[src/rtl/fifo_pkg.sv]
// Shared FIFO parameters: the async FIFO and its read-side packer both size
// themselves from these defaults.
package fifo_pkg;

    localparam int FIFO_WIDTH_DEF = 4;
    localparam int PACK_RATIO_DEF = 4;

    // Counter must reach PACK_RATIO itself, hence the +1.
    function automatic int cnt_width(input int ratio);
        return $clog2(ratio + 1);
    endfunction

    localparam int CNT_W_DEF = cnt_width(PACK_RATIO_DEF);

endpackage

[src/rtl/fifo_rd_packer.sv]
// Reads PACK_RATIO words from an async FIFO read port and presents them as one
// wide word with a valid/ready handshake. First word read lands in the LSBs.
module fifo_rd_packer
    import fifo_pkg::*;
#(
    parameter int FIFO_WIDTH = FIFO_WIDTH_DEF,
    parameter int PACK_RATIO = PACK_RATIO_DEF
) (
    input  logic                             i_rclk,
    input  logic                             i_rst,
    input  logic                             i_rempty,
    input  logic [FIFO_WIDTH-1:0]            i_rdata,
    output logic                             o_ren,
    input  logic                             i_flush,
    output logic                             o_valid,
    output logic [FIFO_WIDTH*PACK_RATIO-1:0] o_data,
    input  logic                             i_ready
);

    localparam int CNT_W = cnt_width(PACK_RATIO);
    localparam int OUT_W = FIFO_WIDTH * PACK_RATIO;
    localparam logic [CNT_W-1:0] FULL_CNT = CNT_W'(PACK_RATIO);
    localparam logic [CNT_W:0]   FULL_OCC = (CNT_W + 1)'(PACK_RATIO);

    logic [CNT_W-1:0]                       r_cnt;
    logic                                   r_inflight;
    logic [PACK_RATIO-1:0][FIFO_WIDTH-1:0]  r_pack;
    logic [OUT_W-1:0]                       r_data;
    logic                                   r_valid;

    logic [CNT_W:0]                         w_occ;
    logic                                   w_ren;
    logic                                   w_capture;
    logic                                   w_xfer;
    logic [CNT_W-1:0]                       w_cnt_nxt;

    // Read gating, capture/transfer decisions and next counter value.
    always_comb begin
        w_occ     = {1'b0, r_cnt} + {{CNT_W{1'b0}}, r_inflight};
        w_ren     = 1'b0;
        w_capture = r_inflight && !i_flush;
        w_xfer    = (r_cnt == FULL_CNT) && (!r_valid || i_ready) && !i_flush;
        w_cnt_nxt = r_cnt;

        // Counting the in-flight word keeps a capture from ever finding a full register.
        if (!i_rst && !i_rempty && !i_flush && (w_occ < FULL_OCC)) begin
            w_ren = 1'b1;
        end else begin
            w_ren = 1'b0;
        end

        if (i_flush) begin
            w_cnt_nxt = {CNT_W{1'b0}};
        end else if (w_xfer) begin
            w_cnt_nxt = {CNT_W{1'b0}};
        end else if (w_capture) begin
            w_cnt_nxt = r_cnt + {{(CNT_W-1){1'b0}}, 1'b1};
        end else begin
            w_cnt_nxt = r_cnt;
        end
    end

    // Slot counter and in-flight flag; a read accepted now returns data next cycle.
    always_ff @(posedge i_rclk or posedge i_rst) begin
        if (i_rst) begin
            r_cnt      <= {CNT_W{1'b0}};
            r_inflight <= 1'b0;
        end else begin
            r_cnt      <= w_cnt_nxt;
            r_inflight <= w_ren;
        end
    end

    // Pack register, written one slot at a time at the current count.
    always_ff @(posedge i_rclk or posedge i_rst) begin
        if (i_rst) begin
            r_pack <= '0;
        end else begin
            for (int s = 0; s < PACK_RATIO; s++) begin
                if (w_capture && (r_cnt == CNT_W'(s))) begin
                    r_pack[s] <= i_rdata;
                end else begin
                    r_pack[s] <= r_pack[s];
                end
            end
        end
    end

    // Output register: loads on transfer, otherwise holds until accepted.
    always_ff @(posedge i_rclk or posedge i_rst) begin
        if (i_rst) begin
            r_data  <= {OUT_W{1'b0}};
            r_valid <= 1'b0;
        end else if (w_xfer) begin
            r_data  <= r_pack;
            r_valid <= 1'b1;
        end else if (i_ready) begin
            r_data  <= r_data;
            r_valid <= 1'b0;
        end else begin
            r_data  <= r_data;
            r_valid <= r_valid;
        end
    end

    assign o_ren   = w_ren;
    assign o_valid = r_valid;
    assign o_data  = r_data;

endmodule

[config.mk]
export PLATFORM = sky130hd
export DESIGN_NAME = fifo_rd_packer
export DESIGN_NICKNAME = d
export VERILOG_FILES = /design/src/rtl/fifo_pkg.sv /design/src/rtl/fifo_rd_packer.sv
export SDC_FILE = /design/constraint.sdc
export NUM_CORES = 1
export LEC_CHECK = 0
export CAP_MARGIN = 20
export CORE_AREA = 3 3 56 110
export CTS_BUF_LIST = sky130_fd_sc_hd__clkbuf_2
export CTS_CLUSTER_SIZE = 12
export DETAILED_ROUTE_END_ITERATION = 6
export DIE_AREA = 0 0 59 113
export SLEW_MARGIN = 20
export SYNTH_ARGS = -nofsm -noshare
export SYNTH_HDL_FRONTEND = slang
export SYNTH_SLANG_ARGS = --single-unit
[constraint.sdc]
create_clock -name i_rclk -period 1.96 [get_ports i_rclk]
set_input_delay 0.294 -clock i_rclk [delete_from_list [all_inputs] [get_ports i_rclk]]
set_output_delay 0.294 -clock i_rclk [all_outputs]
set_load 0.02 [all_outputs]
==> metrics.md <==
| Metric | Value |
|---|---|
| Vias per cell | 4.62 |
| Area taken by multi-input logic gates | 624 µm² |
| #FFs+latches synth | 37 |
| Share of cells above drive strength 1 | 0.348 |
| Fin crit share | 0.929 |
| Cells after Synth | 100 |
| Vias in the first global route | 1,013 |
| First-pass GRT wire length | 5.05 mm |
| Crit path largest cell delay | 430 ps |
| Initial Util | 0.296 |
| Die area | 0.00667 mm² |
| HPWL after DPL | 2.27 mm |
| Max Freq | 549 MHz |
| Clock sink count | 37 |
| Post-CTS setup buffer count | 0 |
| R2r worst-path depth | 4 |
| Switching Fraction | 0.282 |
| H-tree depth | 2 |
| DR WL/cell | 14.9 µm |
| Worst EP arrival | 1530 ps |
| Initial DRC Count | 13 |
| Minimum clock period | 1820 ps |
| Reg2Reg Setup Slack | 380 ps |
| Avg Inst Size Synth | 16.0 µm² |
| Nets | around 150 |
| Sw Pwr | 0.462 mW |
| HP Class | in2async |
| Routability congestion estimate | 0.671 |
| Largest net degree at the start of global routing | 38 |
| Reg2Reg Capture Point | r_pack[0]$_DFFE_PP0P_ |
| Clock skew | 28.6 ps |
| Crit start category | register |
| Vias post-DR | 900 |
| Setup Viol. Count Final | 0 |
| CTS buffer count | 5 |
| Sequential area share after synthesis | 0.577 |
| Core area | approximately 0.0054 mm² |
| Status | finished, final reports clean |
| Number of core rows | 38 |
| Reg-to-Reg Start | r_cnt[0]$_DFFE_PP0P_ |
| Layout fillers | between 500 and 600 |
| CP Max Fanout | 2 |
| Register area | 926 µm² |
| Die height | 113 µm |
| GRT overflow | 0 |
| Fin util | 0.367 |
| Width of the die | 59 µm |
| Ys Warns | 0 |
| Setup TNS | 0 ps |
| Gr usage total | 0.101 |
| Ant. Diodes | 0 |
| CTS max path bufs | 2 |
| Synth Net Count | 114 |
| Tightest Pin Transition | 461 ps |
| Comb pwr share | 0.238 |
| Lkg Pwr | 0.998 nW |
| Unrepaired setup endpoints after global routing | false |
| Root Driver | clkbuf_2 |
| Final ANT Viol Nets | 0 |
| Skew-Pair Late Insertion Delay | about 380 ps |
| Crit Path Class | reg2out |
| Slew HR | 0.693 |
| Reg power frac | 0.560 |
| CP cell instances | nor2_2, nand2_1, a31oi_1, dlygate4sd1_1 |
| Worst VDD drop | 0.319 mV |
| Pre-Repair DR Iteration Count | 2 |
| Port bufs | 26 |
| Clock transition at path regs | 200 ps |
| TritonCTS clock tree | done |
| Post-Synthesis Cell Area | 0.00160 mm² |
| Netlist cell types | 21 |
| Crit-path slowest cell | dfrtp_1 |
| Worst EP required | 1670 ps |
| Max-cap violations | 0 |
| Final WL | around 2.9 mm |
| CP endpoint kind | output pin |
| Internal | 1.18 mW |
| Initial antenna violation count | 0 |
| Slew Viols, Final | 0 |
| PwrDens | 824 mW/mm² |
| DRC Markers | 0 |
| Ports | 27 |
| Final Hold Viols | 0 |
| Area grow syn2layout | 24.0% |
| Clock power frac | 0.202 |
## cells by family after synthesis
group / after synthesis / synth area share
buffers and inverters: 8 / 0.0335
AOI/OAI and AO/OA: 3 / 0.0140
DFF: 37 / 0.577
muxes: 33 / 0.271
and+or+nand+nor: 13 / 0.0601
adders and majority gates: 5 / 0.0390
xor gates and xnor gates: 1 / 0.00546
## state kept, by name (all words and copies together), names as in the netlist
name	cells
r_pack	16
r_cnt	3
o_valid	1
o_data	16
r_inflight	1
## worst max-delay path: cells and delay by family (launching register included)
family | cells | cell delay (ps)
AO/OA/AOI/OAI | 1 | 190
buffers and inverters | 1 | 340
flip-flops | 1 | 430
AND/OR/NAND/NOR | 2 | 180
## synth_stat cells, drive strengths merged
cell,n,area share
and2,1,0.0039
mux2,32,0.26
inv,4,0.0094
nor2b,1,0.0039
and3,2,0.0078
nand3b,1,0.0047
nand2,3,0.0070
dfrtp,37,0.58
o211a,1,0.0062
xor2,1,0.0055
nand2b,1,0.0039
nand4b,1,0.015
and4bb,1,0.0078
nor2,2,0.0062
ha,5,0.039
buf,4,0.024
mux2i,1,0.0062
a31oi,2,0.0078
## per-layer routing
metal,routed length [µm],GRT usage,part of all wire
met4,63,0.0590,0.022
met2,1690,0.179,0.58
met3,113,0.0205,0.039
met5,0,0,0
met1,1040,0.105,0.36
## timing repair
| item | CTS | global route |
|---|---|---|
| hold buffers | 0 | 0 |
| endpoints found under the setup margin | 1 | 1 |
| cloned | 0 | 0 |
| pin swaps | 0 | 0 |
| resized for setup | 1 | 2 |
## layout make-up
| cell class | instances | share of cell area |
|---|---|---|
| sequential | 37 | 0.465 |
| multi-input combinational | 55 | 0.314 |
| timing repair buffer | 31 | 0.155 |
| tap | 60 | 0.0377 |
| clock buffer | 6 | 0.0151 |
| inverter | 4 | 0.00755 |
| clock inverter | 2 | 0.00503 |
## layout by cell type, fill, tap and decap left out, types with 2 or more instances in the layout
| master | instances |
|---|---|
| clkdlybuf4s50_1 | 25 |
| nand2_1 | 3 |
| ha_1 | 5 |
| clkinv_2 | 2 |
| mux2_4 | 17 |
| clkbuf_2 | 6 |
| dfrtp_1 | 37 |
| mux2_2 | 15 |
| inv_1 | 4 |
| buf_4 | 4 |
| and3_1 | 2 |
| a31oi_1 | 2 |
## how the worst max path moves through the flow
stage                          from                    end  slack, ps  depth (start not counted)
3_3_place_gp                i_flush                  o_ren        -10                          5
6_report       r_cnt[2]$_DFFE_PP0P_                  o_ren        140                          4
4_1_cts        r_cnt[2]$_DFFE_PP0P_                  o_ren         70                          4
5_1_grt        r_cnt[2]$_DFFE_PP0P_                  o_ren         10                          4
2_1_floorplan  r_cnt[0]$_DFFE_PP0P_  o_data[0]$_DFFE_PP0P_        490                          5
3_5_place_dp                i_flush                  o_ren        -50                          5
## stage by stage
stage | setup WS (ps) | cells | power [mW] | instance area (µm²) | hold slack (ps)
after CTS | 71.4 | 195 | 1.67 | 1990 | 331
after global placement | -11.8 | 187 | 1.31 | 1950 | 487
after global routing | 9.70 | 195 | 1.73 | 1990 | 363
final | 139 | 195 | 1.64 | 1990 | 337
after detailed placement | -54.4 | 187 | 1.33 | 1950 | 490
after floorplan | 485 | 100 | 1.14 | 1600 | 442
## power groups by stage
stage	combinational (mW)	clock [mW]	sequential (mW)
floorplan	0.157	0	0.986
global placement	0.386	0	0.928
detailed placement	0.396	0	0.936
CTS	0.397	0.357	0.920
global route	0.415	0.384	0.934
finish	0.389	0.332	0.917
(Power assumes the default switching activity.)
